===== config.mk =====
export PLATFORM = sky130hd
export DESIGN_NAME = elastic_pipeline
export DESIGN_NICKNAME = d
export VERILOG_FILES = /design/src/rtl/elastic_pipeline_pkg.sv /design/src/rtl/elastic_pipeline_pipe_stage.sv /design/src/rtl/elastic_pipeline.sv
export SDC_FILE = /design/constraint.sdc
export NUM_CORES = 1
export LEC_CHECK = 0
export ABC_AREA = 1
export BUFFER_PORTS_ARGS = -buffer_cell sky130_fd_sc_hd__clkbuf_2
export CAP_MARGIN = 20
export CORE_MARGIN = 10
export CORE_UTILIZATION = 45
export DETAILED_ROUTE_END_ITERATION = 12
export PLACE_DENSITY = 0.67
export SYNTH_ARGS = -nofsm -noshare
export SYNTH_HDL_FRONTEND = slang
export SYNTH_SLANG_ARGS = --single-unit

===== constraint.sdc =====
create_clock -name clk_in -period 1.8 [get_ports clk_in]
set_input_delay 0.18 -clock clk_in [delete_from_list [all_inputs] [get_ports clk_in]]
set_output_delay 0.18 -clock clk_in [all_outputs]
set_load 0.05 [all_outputs]

===== src/rtl/elastic_pipeline_pkg.sv =====
// Shared definitions for the elastic pipeline: occupancy width helper and
// the per-stage storage type (valid flag plus data word).
package elastic_pipeline_pkg;

  // Width of a counter able to hold 0..stages inclusive.
  function automatic int occ_width(input int stages);
    if (stages < 1) begin
      return 1;
    end else begin
      return $clog2(stages + 1);
    end
  endfunction

  // Parameterised typedef holder: stage_type#(.W(n))::stage_t is the
  // storage of one stage for an n-bit word.
  virtual class stage_type #(parameter int W = 16);
    typedef struct packed {
      logic         valid;
      logic [W-1:0] data;
    } stage_t;
  endclass

endpackage


===== src/rtl/elastic_pipeline_pipe_stage.sv =====
// One register slot of the elastic pipeline. The slot takes a new word
// (or a bubble) from upstream whenever it is empty or its own word moves
// downstream on the same edge; "advance" tells upstream that it may move.
module pipe_stage
  import elastic_pipeline_pkg::*;
#(
  parameter int BITS = 16
) (
  input  logic            clk,
  input  logic            reset,
  input  logic            flush,
  input  logic            up_valid,
  input  logic [BITS-1:0] up_data,
  input  logic            down_advance,
  output logic            valid,
  output logic [BITS-1:0] data,
  output logic            advance
);

  typedef stage_type#(.W(BITS))::stage_t stage_t;

  stage_t stage_q;
  stage_t stage_d;

  // Slot can take a word when empty or when its occupant leaves this edge.
  always_comb begin
    advance = (!stage_q.valid) || down_advance;
  end

  // Next slot contents: reset beats flush, flush beats any load.
  always_comb begin
    stage_d = stage_q;
    if (reset) begin
      stage_d.valid = 1'b0;
      stage_d.data  = {BITS{1'b0}};
    end else if (flush) begin
      stage_d.valid = 1'b0;
      stage_d.data  = stage_q.data;
    end else if (advance) begin
      stage_d.valid = up_valid;
      if (up_valid) begin
        stage_d.data = up_data;
      end else begin
        stage_d.data = stage_q.data;
      end
    end else begin
      stage_d = stage_q;
    end
  end

  // Slot register.
  always_ff @(posedge clk) begin
    stage_q <= stage_d;
  end

  assign valid = stage_q.valid;
  assign data  = stage_q.data;

endmodule


===== src/rtl/elastic_pipeline.sv =====
// Elastic pipeline of STAGES register slots with valid/ready handshakes on
// both sides. Bubbles collapse, so an empty slot anywhere downstream lets
// earlier words move even while the output is stalled. The output word is
// taken straight from the last slot.
module elastic_pipeline
  import elastic_pipeline_pkg::*;
#(
  parameter int BITS   = 16,
  parameter int STAGES = 5
) (
  input  logic                           clk_in,
  input  logic                           rst_in,
  input  logic                           flush_in,
  input  logic                           valid_in,
  input  logic [BITS-1:0]                data_in,
  output logic                           ready_out,
  output logic                           valid_out,
  output logic [BITS-1:0]                data_out,
  input  logic                           ready_in,
  output logic [occ_width(STAGES)-1:0]   occupancy_out
);

  localparam int OCC_W = occ_width(STAGES);
  localparam logic [OCC_W-1:0] OCC_ONE  = OCC_W'(1'b1);
  localparam logic [OCC_W-1:0] OCC_ZERO = OCC_W'(1'b0);

  logic             in_fire_s;
  logic             out_fire_s;
  logic [OCC_W-1:0] occ_q;
  logic [OCC_W-1:0] occ_d;

  // Slot chain: slot i feeds slot i+1; the ready (advance) chain runs from
  // ready_in back through every slot to the input side.
  for (genvar i = 0; i < STAGES; i++) begin : g_stage
    logic            up_valid_s;
    logic [BITS-1:0] up_data_s;
    logic            down_adv_s;
    logic            valid_s;
    logic [BITS-1:0] data_s;
    logic            adv_s;

    if (i == 0) begin : g_head
      assign up_valid_s = valid_in;
      assign up_data_s  = data_in;
    end else begin : g_link
      assign up_valid_s = g_stage[i-1].valid_s;
      assign up_data_s  = g_stage[i-1].data_s;
    end

    if (i == STAGES - 1) begin : g_tail
      assign down_adv_s = ready_in;
    end else begin : g_mid
      assign down_adv_s = g_stage[i+1].adv_s;
    end

    pipe_stage #(
      .BITS(BITS)
    ) u_stage (
      .clk          (clk_in),
      .reset        (rst_in),
      .flush        (flush_in),
      .up_valid     (up_valid_s),
      .up_data      (up_data_s),
      .down_advance (down_adv_s),
      .valid        (valid_s),
      .data         (data_s),
      .advance      (adv_s)
    );
  end

  // Handshake outputs; reset and flush both close the input side.
  always_comb begin
    ready_out  = (!rst_in) && (!flush_in) && g_stage[0].adv_s;
    valid_out  = (!rst_in) && g_stage[STAGES-1].valid_s;
    data_out   = g_stage[STAGES-1].data_s;
    in_fire_s  = valid_in && ready_out;
    out_fire_s = valid_out && ready_in;
  end

  // Occupancy moves only with transfers, since bubbles never change the count.
  always_comb begin
    occ_d = occ_q;
    if (rst_in) begin
      occ_d = OCC_ZERO;
    end else if (flush_in) begin
      occ_d = OCC_ZERO;
    end else begin
      case ({in_fire_s, out_fire_s})
        2'b10:   occ_d = occ_q + OCC_ONE;
        2'b01:   occ_d = occ_q - OCC_ONE;
        default: occ_d = occ_q;
      endcase
    end
  end

  // Occupancy register.
  always_ff @(posedge clk_in) begin
    occ_q <= occ_d;
  end

  assign occupancy_out = occ_q;

endmodule


== Yosys cells after proc, flatten, opt, wreduce, memory -nomap -nowiden ==
Cells that the tools add are included.

* Logic and storage cells: 41
* Flip-flop bits (word level): 88
* Input bits: 21
* Output and inout bits: 21

* Add/sub/neg operators: 2
* Eq/ne operators: 2
* Bitwise operators: 1
* Muxes and demuxes: 1
* Reduce and logical (&&, ||, !) cells: 24

{| class="wikitable"
|+ Operator list
! cell !! number
|-
| 3-bit AND reduction || 5
|-
| 1-bit zero test || 7
|-
| 3-bit case mux with 2 select lines || 1
|-
| 1-bit logical AND || 5
|-
| 1-bit logical OR || 5
|-
| 3-bit by 1-bit adder with 3-bit output, second input constant || 1
|-
| 3-bit by 1-bit subtractor with 3-bit output, second input constant || 1
|-
| 2-bit by 1-bit equality test with 1-bit output, second input constant || 1
|-
| 2-bit equality test, second input constant || 1
|-
| 2-bit nonzero test || 1
|-
| 2-bit OR reduction || 1
|-
| 1-bit NOT || 1
|}

== Depth between registers and ports, before layout ==
* Depth after elaboration: 10
* Gate-level depth with buffers: 12

== By module ==
Synthesis repeated with hierarchy kept, for this count alone.

* Cell total of the unflattened synthesis: 583
* Area total of the unflattened synthesis: 4066.4 um^2

{| class="wikitable"
|+ Modules (own cells, without submodules)
! module !! times used !! area an instance (um^2) !! cells an instance
|-
| pipe_stage || 5 || 773.2 || 111
|-
| elastic_pipeline || 1 || 200.2 || 28
|}

== Worst setup path after synthesis ==
Ideal clock, no wire load.

* Path kind: input-to-reg
* From: input port rst_in
* To: register occ_q[1], in the netlist occupancy_out[1]
* Slack: -0.675 ns
* Stages on the path: 9
* Data required time: 1.730 ns
* Library setup time: 0.070 ns
* Buffers on the path: 1
* Arrival: 2.405 ns
* Cell sequence: buf_2 > nor2_1 > inv_1 > a31oi_1 > nand2_1 > ha_1 > inv_1 > fa_1 > a21oi_1

* Longest elaborated chain between the ends: 6
* Elaborated cells between the ends (all ways): 11

{| class="wikitable"
|+ Ends and longest elaborated chain
! item !! RTL line !! RTL
|-
| from (decl) || elastic_pipeline.sv:12 || <nowiki>input logic rst_in,</nowiki>
|-
| 1-bit zero test (*) || elastic_pipeline.sv:73 || <nowiki>ready_out = (!rst_in) && (!flush_in) && g_stage[0].adv_s;</nowiki>
|-
| 1-bit logical AND (*) (2 in a row) || elastic_pipeline.sv:73 ||
|-
| via ready_out || elastic_pipeline.sv:16 || <nowiki>output logic ready_out,</nowiki>
|-
| 1-bit logical AND (*) || elastic_pipeline.sv:76 || <nowiki>in_fire_s = valid_in && ready_out;</nowiki>
|-
| 2-bit by 1-bit equality test with 1-bit output or 2-bit equality test (tied branches) || elastic_pipeline.sv:88 || <nowiki>case ({in_fire_s, out_fire_s})</nowiki>
|-
| 3-bit case mux with 2 select lines or 2-bit nonzero test (tied branches) || - ||
|-
| to (signal assigned) || elastic_pipeline.sv:98 || <nowiki>occ_q <= occ_d;</nowiki>
|-
| to (decl) || elastic_pipeline.sv:29 || <nowiki>logic [OCC_W-1:0] occ_q;</nowiki>
|}

Mark *: on every way through the listed nets, which the timed path passes. The rest lies on a longest branch.
A chain may end at the register's enable or synchronous reset.

== Worst setup path after layout ==
* From: register g_stage[3].u_stage.stage_q (netlist bit g_stage[3].u_stage.valid)
* To: register occ_q[2], in the netlist occupancy_out[2]

* Longest elaborated chain between the ends: 9
* Elaborated cells between the ends (all ways): 11

{| class="wikitable"
|+ Ends and longest elaborated chain
! item !! RTL line !! RTL
|-
| from (decl) || elastic_pipeline_pipe_stage.sv:22 || <nowiki>stage_t stage_q;</nowiki>
|-
| from (signal assigned) || elastic_pipeline_pipe_stage.sv:53 || <nowiki>stage_q <= stage_d;</nowiki>
|-
| 1-bit zero test (*) || elastic_pipeline_pipe_stage.sv:27 || <nowiki>advance = (!stage_q.valid) || down_advance;</nowiki>
|-
| 1-bit logical OR (*) (4 in a row) || elastic_pipeline_pipe_stage.sv:27 ||
|-
| 1-bit logical AND (*) || elastic_pipeline.sv:73 ||
|-
| 1-bit logical AND (*) || elastic_pipeline.sv:76 ||
|-
| 2-bit by 1-bit equality test with 1-bit output or 2-bit equality test (tied branches) || elastic_pipeline.sv:88 ||
|-
| 3-bit case mux with 2 select lines or 2-bit nonzero test (tied branches) || - ||
|}

Every way passes the cells marked *; elsewhere a longest branch is shown, timed or not.

==> flow_metrics.env <==
export IMPL_status="completed"
export IMPL_grt_overflow=0
export IMPL_yosysUniqueCellTypes=25
export IMPL_rows=31
export IMPL_crit_path_top_delay_cell="dfxtp_2"
export IMPL_setup_viol=0
export IMPL_hold_buffers=0
export IMPL_crit_buf_inv=1
export IMPL_portBuffers=41
export IMPL_cpMostUsedCell="o21ai_1"
export IMPL_detail_route_wl_per_cell_um=10.6
export IMPL_synth_common_cells="119 x nor2_1, 88 x dfxtp_1, 49 x o21ai_0"
export IMPL_synth_top_cell_area_share=0.524
export IMPL_start_util=0.464
export IMPL_numClockSinks=88
export IMPL_critPathTopFamily="adder cells"
export IMPL_wirelength_mm=6.09
export IMPL_grtUsageTotal=0.112
export IMPL_ys_top_cells_by_area="dfxtp_1 52%, nor2_1 13%, o21ai_0 7.3%, a21oi_1 6.1%, nand3_1 4.8%"
export IMPL_die_h_um=106
export IMPL_layout_drive_gt1_share=0.184
export IMPL_fmax_mhz=564
export IMPL_worstPathArrival_ns=2.01
export IMPL_drc=0
export IMPL_die_x_um=106
export IMPL_p_total_mw=3.56
export IMPL_cts_reportedPaths_clkPinSlew_ns=0.08
export IMPL_antenna_found_initial=0
export IMPL_synth_area_per_cell_um2=7.71
export IMPL_dieArea_mm2=0.0113
export IMPL_first_iter_violations=90
export IMPL_nets=496
export IMPL_end_kind="flip-flop"
export IMPL_grt_pass1_wl_mm=10.7
export IMPL_grtUsageMet3=0.0568
export IMPL_crit_chain="nand3_4 > nor2_8 > a31oi_4 > nand2_1 > ha_1 > inv_2 > fa_2 > a21oi_2 > o21ai_1 > o21ai_1 > a21oi_1"
export IMPL_use_met2=0.172
export IMPL_synth_seq_area_share=0.524
export IMPL_final_antenna_net_count=0
export IMPL_period_share=0.985
export IMPL_critPathKind="reg -> reg"
export IMPL_rsz0062_at_grt="true"
export IMPL_numCtsBuffers=9
export IMPL_startpoint_type="flip-flop"
export IMPL_max_stage_delay_ns=0.36
export IMPL_relSlewSlack=0.752
export IMPL_synth_area_mm2=0.00336
export IMPL_worst_pin_slew_ns=0.371
export IMPL_netlist_instances=436
export IMPL_syn2layout_area_growth_pct=14.8
export IMPL_peakVddDrop_mv=0.702
export IMPL_yosysWarningCount=0
export IMPL_dpl_hpwl_mm=4.38
export IMPL_cts_tree="done"
export IMPL_fin_skew_ns=0.0111
export IMPL_grt_max_degree=49
export IMPL_core_area_mm2=0.00725
export IMPL_utilization=0.532
export IMPL_num_io_pins=42
export IMPL_cap_violations=0
export IMPL_drv_slew=0
export IMPL_synthMostInstantiatedCell="nor2_1"
export IMPL_synth_edf_count=0
export IMPL_routabilityCongestion=0.716
export IMPL_vias=2624
export IMPL_powerDensity_mw_per_mm2=922
export IMPL_clock_tree_root_cell="clkbuf_8"
export IMPL_yosysTopAreaCell="dfxtp_1"
export IMPL_htreeDepth=3
export IMPL_syn_nets=459
export IMPL_post_route_min_period_ns=1.77
export IMPL_antenna_cells=0
export IMPL_crit_required_ns=2.04
export IMPL_clk_latency_ns=0.35
export IMPL_critPathMaxFanout=3
export IMPL_leakagePower_nw=1.59
export IMPL_cts_setup_buffers=0
export IMPL_globalRouteMet1Util=0.135
export IMPL_grt_pass1_vias=2499
export IMPL_setup_tns_ns=0
export IMPL_grt_busiest_layer="met2"
export IMPL_hold_path_class="in -> reg"
export IMPL_first_pass_iters=4
export IMPL_hold_violations=0
export IMPL_async_reset_ff_frac=0
export IMPL_synth_main_ff_cell="dfxtp_1"
export IMPL_cts_buffer_depth=2
export IMPL_synth_seq_cells=88
export IMPL_vias_per_cell=4.55
==> layer usage <==
layer | vias up | wire [um]
met5 | - | 0
met4 | 0 | 46
met3 | 6 | 409
met2 | 52 | 2610
met1 | 1095 | 3030
li1 | 1471 | -
==> cell usage in the layout (no fill, tap or decap), types with 2 or more instances in the layout <==
cell,count
nor2_1,117
dfxtp_1,86
o21ai_0,47
clkbuf_2,41
a21oi_1,40
nand2_1,34
nand3_1,32
inv_1,25
clkbuf_8,10
inv_2,9
buf_4,8
o21ai_1,5
nand3_4,2
nor2_2,2
nand2_2,2
nand2_4,2
inv_6,2
dfxtp_2,2
==> final cells by class <==
type / count / area [um2]
clock buffers: 11 / 141
clock inverters: 5 / 63.8
inverters: 35 / 131
multi-input cells: 290 / 1370
repair buffers: 49 / 265
fillers: 740 / 3390
flip-flops and latches: 88 / 1760
well taps: 99 / 124
==> power by group <==
| part | internal [mW] | leakage (nW) | switching, mW |
|---|---|---|---|
| Combinational | 0.0763 | 0.776 | 0.121 |
| Clock | 0.692 | 0.101 | 0.667 |
| Sequential | 1.98 | 0.714 | 0.0216 |
==> flip-flops by register name, indices dropped and copies added (netlist names) <==
signal                 flops
occupancy_out              3
g_stage.u_stage.valid      5
g_stage.u_stage.data      80
==> path summary, 6_finish.rpt <==
check                                                from                                       to  slack, ns  cells past startpoint
setup reg to reg    g_stage[3].u_stage.valid$_SDFFE_PP0P_            occupancy_out[2]$_SDFFE_PP0P_       0.03                     11
setup / recovery    g_stage[3].u_stage.valid$_SDFFE_PP0P_            occupancy_out[2]$_SDFFE_PP0P_       0.03                     11
hold / removal                                   valid_in    g_stage[0].u_stage.valid$_SDFFE_PP0N_       0.12                      3
hold reg to reg   g_stage[1].u_stage.data[7]$_SDFFE_PP0P_  g_stage[1].u_stage.data[7]$_SDFFE_PP0P_       0.46                      2
==> cell families (layout without fill, tap and decap cells) <==
family	Yosys count	in the layout	synth area share
AOI/OAI and AO/OA	94	94	0.140
adders and majority gates	2	2	0.00968
buffers and inverters	58	100	0.0759
DFF	88	88	0.524
and+or+nand+nor	194	194	0.250
==> tightest hold or removal path: stages <==
cell      delay (ns)
clkbuf_2        0.09
inv_1           0.08
a21oi_1         0.07
==> repair_timing <==
action                                  4_1_cts  5_1_grt
pin swaps                                     2        0
endpoints found under the setup margin        1        2
gates resized for setup                       0        2
==> stage by stage <==
stage               std cells  hold slack [ns]  worst slack [ns]  instance area [um2]
global placement          561            0.448            0.0201                 3650
detailed placement        561            0.452           -0.0260                 3650
global route              577            0.137            -0.123                 3860
floorplan                 436            0.335            -0.131                 3380
CTS                       577            0.106            0.0150                 3860
finish                    577            0.120            0.0276                 3860
No activity file was read; power rests on OpenSTA's default activity.
